### config.mk
export PLATFORM = sky130hd
export DESIGN_NAME = simple_sweep
export DESIGN_NICKNAME = d
export VERILOG_FILES = /design/src/rtl/simple_sweep.sv
export SDC_FILE = /design/constraint.sdc
export NUM_CORES = 1
export LEC_CHECK = 0
export ABC_AREA = 1
export CAP_MARGIN = 30
export CORE_ASPECT_RATIO = 1.75
export CORE_MARGIN = 2
export CORE_UTILIZATION = 40
export DETAILED_ROUTE_END_ITERATION = 8
export GPL_ROUTABILITY_DRIVEN = 0
export PLACE_DENSITY = 0.67
export SETUP_SLACK_MARGIN = 0.5
export SYNTH_ARGS = -nofsm -noshare
export SYNTH_HDL_FRONTEND = slang
export SYNTH_SLANG_ARGS = --single-unit
export TNS_END_PERCENT = 30
### constraint.sdc
create_clock -name i_clk -period 5.7 [get_ports i_clk]
set_clock_uncertainty 0.2 [all_clocks]
set_input_delay 1.14 -clock i_clk [delete_from_list [all_inputs] [get_ports i_clk]]
set_output_delay 1.14 -clock i_clk [all_outputs]
set_load 0.01 [all_outputs]
### src/rtl/simple_sweep.sv
// simple_sweep: exhaustive sequencer for a 4-input / 2-output combinational unit.
// Walks all 16 input vectors A..D in order, holds each for SETTLE cycles,
// captures {F,E} into a 32-bit truth table and compares it against a reference.
//
// Interface contract (no valid/ready handshake here): i_start is a level
// sampled only in IDLE; o_done is a one-cycle pulse; o_table, o_mismatch and
// o_fail_index are stable from o_done until the next accepted start or reset.
module simple_sweep #(
    parameter int SETTLE = 2  // legal range 1..255
) (
    input  logic        i_clk,
    input  logic        i_rst,
    input  logic        i_start,
    input  logic [31:0] i_expected,
    output logic        o_stim_a,
    output logic        o_stim_b,
    output logic        o_stim_c,
    output logic        o_stim_d,
    input  logic        i_resp_e,
    input  logic        i_resp_f,
    output logic        o_busy,
    output logic        o_done,
    output logic [31:0] o_table,
    output logic        o_mismatch,
    output logic [3:0]  o_fail_index,
    output logic [1:0]  o_state
);

    typedef enum logic [1:0] {
        ST_IDLE   = 2'd0,
        ST_DRIVE  = 2'd1,
        ST_SAMPLE = 2'd2,
        ST_FINISH = 2'd3
    } state_t;

    // Terminal value of the settle counter; the counter runs 0..SETTLE-1.
    localparam logic [7:0] SETTLE_M1 = 8'(SETTLE - 1);

    state_t      r_state;
    logic [3:0]  r_idx;
    logic [7:0]  r_count;
    logic [3:0]  r_stim;
    logic        r_busy;
    logic        r_done;
    logic [31:0] r_table;
    logic        r_mismatch;
    logic [3:0]  r_fail_index;

    logic [4:0]  w_bit_lo;
    logic [1:0]  w_resp_pair;
    logic [1:0]  w_exp_pair;
    logic        w_differs;
    logic [3:0]  w_idx_next;

    // Slice selection for the current vector and the response comparison.
    always_comb begin
        w_bit_lo    = {r_idx, 1'b0};
        w_resp_pair = {i_resp_f, i_resp_e};
        w_exp_pair  = i_expected[w_bit_lo +: 2];
        w_differs   = (w_resp_pair != w_exp_pair);
        w_idx_next  = r_idx + 4'd1;
    end

    // Sweep FSM with all outputs registered; reset abandons any sweep in flight.
    always_ff @(posedge i_clk) begin
        if (i_rst) begin
            r_state      <= ST_IDLE;
            r_idx        <= 4'd0;
            r_count      <= 8'd0;
            r_stim       <= 4'd0;
            r_busy       <= 1'b0;
            r_done       <= 1'b0;
            r_table      <= 32'd0;
            r_mismatch   <= 1'b0;
            r_fail_index <= 4'd0;
        end else begin
            case (r_state)
                ST_IDLE: begin
                    r_done <= 1'b0;
                    // Results from the previous sweep stay visible until a new
                    // sweep is actually accepted, so clearing happens here.
                    if (i_start) begin
                        r_state      <= ST_DRIVE;
                        r_idx        <= 4'd0;
                        r_count      <= 8'd0;
                        r_stim       <= 4'd0;
                        r_busy       <= 1'b1;
                        r_table      <= 32'd0;
                        r_mismatch   <= 1'b0;
                        r_fail_index <= 4'd0;
                    end
                end

                ST_DRIVE: begin
                    // Stimulus is already on the pins; just let it settle.
                    if (r_count == SETTLE_M1) begin
                        r_state <= ST_SAMPLE;
                    end else begin
                        r_count <= r_count + 8'd1;
                    end
                end

                ST_SAMPLE: begin
                    r_table[w_bit_lo +: 2] <= w_resp_pair;
                    if (w_differs) begin
                        // First mismatch wins; later ones only keep the flag set.
                        if (!r_mismatch) begin
                            r_fail_index <= r_idx;
                        end
                        r_mismatch <= 1'b1;
                    end
                    if (r_idx == 4'd15) begin
                        r_state <= ST_FINISH;
                        r_busy  <= 1'b0;
                        r_done  <= 1'b1;
                        r_stim  <= 4'd0;
                    end else begin
                        r_state <= ST_DRIVE;
                        r_idx   <= w_idx_next;
                        r_stim  <= w_idx_next;
                        r_count <= 8'd0;
                    end
                end

                ST_FINISH: begin
                    // One-cycle completion pulse, then back to idle.
                    r_state <= ST_IDLE;
                    r_done  <= 1'b0;
                    r_stim  <= 4'd0;
                end

                default: begin
                    r_state <= ST_IDLE;
                end
            endcase
        end
    end

    // Stimulus mapping: A is the index MSB, D the LSB.
    assign o_stim_a     = r_stim[3];
    assign o_stim_b     = r_stim[2];
    assign o_stim_c     = r_stim[1];
    assign o_stim_d     = r_stim[0];
    assign o_busy       = r_busy;
    assign o_done       = r_done;
    assign o_table      = r_table;
    assign o_mismatch   = r_mismatch;
    assign o_fail_index = r_fail_index;
    assign o_state      = r_state;

endmodule

# Word-level counts from Yosys, hierarchy flattened
# Index checks and enable logic that the tools add are counted.
[totals] regBits=57 in_bits=37 output_inout_bits=45 word_cells=70
[classes] n_addsub=3 eq_ne=13 shift=3 n_mux=27 n_reduce_logical=15
[ops] operator="32-bit one-hot mux with 2 select lines" count=1
[ops] operator="32-bit bitwise mux" count=1
[ops] operator="32-bit 2-to-1 mux" count=1
[ops] operator="2-bit by 7-bit variable shift with 32-bit output (first input constant)" count=1
[ops] operator="2-bit by 7-bit variable part select with 32-bit output" count=1
[ops] operator="32-bit by 6-bit variable part select with 2-bit output" count=1
[ops] operator="8-bit 2-to-1 mux" count=3
[ops] operator="8-bit one-hot mux with 3 select lines" count=1
[ops] operator="4-bit 2-to-1 mux" count=5
[ops] operator="4-bit one-hot mux with 2 select lines" count=2
[ops] operator="2-bit inequality test (second input constant)" count=7
[ops] operator="4-bit one-hot mux with 3 select lines" count=1
[ops] operator="3-bit AND reduction" count=3
[ops] operator="8-bit by 1-bit adder with 8-bit output (second input constant)" count=1
[ops] operator="8-bit by 1-bit == test with 1-bit output (second input constant)" count=1
[ops] operator="2-bit one-hot mux with 4 select lines" count=1
[ops] operator="2-bit AND reduction" count=4
[ops] operator="4-bit AND reduction" count=2
[ops] operator="5-bit negator with 7-bit output" count=1
[ops] operator="2-bit 2-to-1 mux" count=3
[ops] operator="1-bit one-hot mux with 2 select lines" count=3
[ops] operator="3-bit nonzero test" count=2
[ops] operator="1-bit 2-to-1 mux" count=5
[ops] operator="4-bit by 1-bit adder with 4-bit output (second input constant)" count=1
[ops] operator="other kinds (7)" count=9

# Longest topological paths before layout
[depth] word_depth=4 mapped_depth=15 mapped_depth_nobuf=13

# Worst setup path after synthesis
# No wires, ideal clock.
[synth_timing] path_kind="in2reg" startpoint="input i_start" endpoint="register r_table[14] (netlist: o_table[14])" setup_ns=0.132 arrival_time_ns=2.045 t_required_ns=5.368 path_slack_ns=3.323 path_stages=8 n_path_buf=1 path_cell_list="nor2_2 > nor2_4 > inv_2 > buf_2 > nor4_2 > nor2_1 > nand2_1 > a21oi_1"
[synth_between] elab_chain_len=2
[synth_rtl] item="from (decl)" line_no="13" text="input logic i_start,"
[synth_rtl] item="2-bit inequality test (no line)"
[synth_rtl] item="2-bit AND reduction (no line)"
[synth_rtl] item="to (signal, indexed assignment)" line_no="104" text="r_table[w_bit_lo +: 2] <= w_resp_pair;"
[synth_rtl] item="to (decl)" line_no="45" text="logic [31:0] r_table;"
# No other way between the ends.
# A chain may end at the register's enable or synchronous reset.

# Final worst setup path
[layout_timing] startpoint="input i_start" endpoint="register r_table[20] (netlist: o_table[20])"
# Same word-level chain as after synthesis.

==> impl_results.md <==
* Initial Utilization at 41.2%
* Die Ht at between 100 and 150 um
* Final WL at about 8.2 mm
* Port-buffer cells at 81
* Vias in the first global route at between 3k and 4k
* Post-CTS Hold Buffers at 0
* Fin area at 4390 sq um
* Total gr overflow at 0
* Largest net degree at the start of global routing at 43
* Synthesized Nets at roughly 530
* Max IR drop VDD at 0.213 mV
* Netlist Area Pre-Place at approximately 3300 sq um
* Power Total at about 1.6 mW
* Lkg Pwr at 1.72 nW
* Clock tree buffer depth at 2
* Unrepaired setup endpoints after global routing: false
* Crit. End Element: register
* Postcts setup bufs at 0
* Final HPWL DP at roughly 6.1 mm
* Post-CTS sizing at 0
* CP Launch Type: primary input
* CTS tree: done
* Core ar. at around 8000 sq um
* Initial DRT Pass Iterations at 4
* GRT Overall Usage at 19.8%
* Die width at a little over 70 um
* Sequential share of the synthesized area at between 30% and 40%
* Synth Register Bits at 57
* Vias at between 3k and 4k
* Pwr dens at between 300 and 400 nW/um^2
* Net count, final at between 600 and 700
* Rel. slew slack at between 50 and 60%
* Yosys cell types at 39
* WP data arrival at 3.09 ns
* Remaining DRCs at 0
* Area Growth Syn to Fin at 33.6%
* Clk sink count at 57
* Worst Tran Pin Value at roughly 0.61 ns
* Average wire per standard cell at 12.7 um
* DR top layer: met4
* Initial DRC count at around 160
* Post-synthesis cell count at 479
* Fin crit share at 53.3%
* Minimum clock period at 3.04 ns
* Fin. Hold Viols at 0
* CTS Buf Count at 9
* Max Slew Vio Count at 0
* HP Class: reg2reg
* Top-level port count at a little over 80
* First-pass GRT wire length at ~14 mm
* Synth warnings at 0
* M1 WL at roughly 3.4 mm
* Die Area at 8980 sq um
* Final setup TNS at 0 ns
* WL met3 at 381 um
* Setup Crit Path Kind: in2reg
* WL met2 at roughly 4.3 mm
* CTS HTree Levels at 3
* Syn_area_per_cell at between 6 and 7 sq um
* DRT antenna net count at 0
* Status: complete, no violations
* Via/cell ratio at 5.03
* CTS clk-pin slew, worst paths at 0.05 ns
* Number of max-cap violations at 0
* CP max FO at 17
* Fraction of final layout cells with drive strength greater than 1 at 8.77%
* Final setup fails at 0
* Rows at 43
* Critical path required time at between 5 and 6 ns
* Achievable Freq at approximately 330 MHz
* Worst-Skew Late Latency at between 0.3 and 0.4 ns
* Antenna violations before repair at 0
* Ant diodes at 0
* CTS Root Cell: clkbuf_16
* Placed instance area at between 4000 and 5000 sq um
-- registers in the layout (all words and copies together) (netlist names) --
name	cells
o_table	32
r_count	8
o_fail_index	4
r_idx	4
r_stim	4
o_state	2
o_busy	1
o_done	1
o_mismatch	1
-- worst max-delay path, cell delays in order --
cell and delay [ns]:
clkdlybuf4s50_1 0.44, nor2_2 0.22, nor2_4 0.13, nand2_1 0.11, clkinv_1 0.43, or2_1 0.38
inv_1 0.07, nand2_1 0.05, a21oi_1 0.11
-- path summary, 6_finish.rpt --
path / start / to / slack (ns) / cells after the start
worst max-delay path: i_start / o_table[20]$_SDFFE_PP0P_ / 2.66 / 9
worst min-delay path: o_table[21]$_SDFFE_PP0P_ / o_table[21]$_SDFFE_PP0P_ / 0.26 / 2
worst max register to register: r_idx[1]$_SDFFE_PP0P_ / o_table[20]$_SDFFE_PP0P_ / 2.96 / 10
worst min register to register: o_table[21]$_SDFFE_PP0P_ / o_table[21]$_SDFFE_PP0P_ / 0.26 / 2
-- synthesized netlist by cell type, drive strengths merged --
cell    count  share of area [%]
o31ai       1               0.23
o21ai      12                1.9
o221a       1               0.34
nor2       52                6.6
a22oi       1               0.23
o21bai      1               0.23
or2         2               0.38
buf        13                3.4
nand3      29                5.0
xnor2       1               0.84
inv        52                6.3
clkbuf      5               0.57
nor3       15                3.2
o311a       1               0.30
o22ai       1               0.19
nand2     157                 18
a21oi      47                7.2
dfxtp      57                 35
nor4        5                1.9
ha         11                4.2
clkinv      1               0.11
xor2        2               0.53
nand4      12                3.2
-- power by group --
part,leakage (nW),switching (mW),internal [mW]
Clock,0.148,0.175,0.357
Combinational,1.11,0.363,0.216
Sequential,0.461,0.0308,0.443
-- layout make-up --
class                           count  area [sq um]
Sequential cell                    57          1140
Timing Repair Buffer               83           826
Tap cell                           90           113
Fill cell                         801          3580
Clock inverter                      3          40.0
Inverter                           53           209
Multi-Input combinational cell    351          1800
Clock buffer                       12           256
-- cell usage in the layout (no fill, tap or decap), drive strengths merged --
cell and n:
o21ai 12, clkbuf 12, o311a 1, nand4 12
clkinv 3, dfxtp 57, nor2 52, o221a 1
nand3 29, nand2 157, clkdlybuf4s50 81, xnor2 1
nor4 5, nor3 15, bufinv 1, or2 2
buf 2, o31ai 1, inv 52, ha 11
a21oi 47, o21bai 1, o22ai 1, xor2 2
a22oi 1
-- logic make-up after synthesis --
group           after synthesis  synth area share, %
xor+xnor                      3                 1.37
fa+ha+maj                    11                 4.19
flops                        57                 34.8
buf+inv                      71                 10.4
compound gates               65                 10.6
simple gates                272                 38.7
-- through the flow --
stage	setup slack, ns	std cells	hold slack [ns]	util [%]
finish	2.66	649	0.259	55.1
global route	2.46	649	0.277	55.1
CTS	2.64	649	0.263	55.1
detailed placement	2.32	634	0.256	51.4
global placement	2.43	634	0.249	51.4
floorplan	3.32	479	0.255	-
-- metal layers --
metal	up-vias	GRT usage, %
met5	-	0
met2	103	34.1
met4	0	11.5
met1	1459	22.1
li1	1685	-
met3	20	4.13
(Power assumes the default switching activity.)
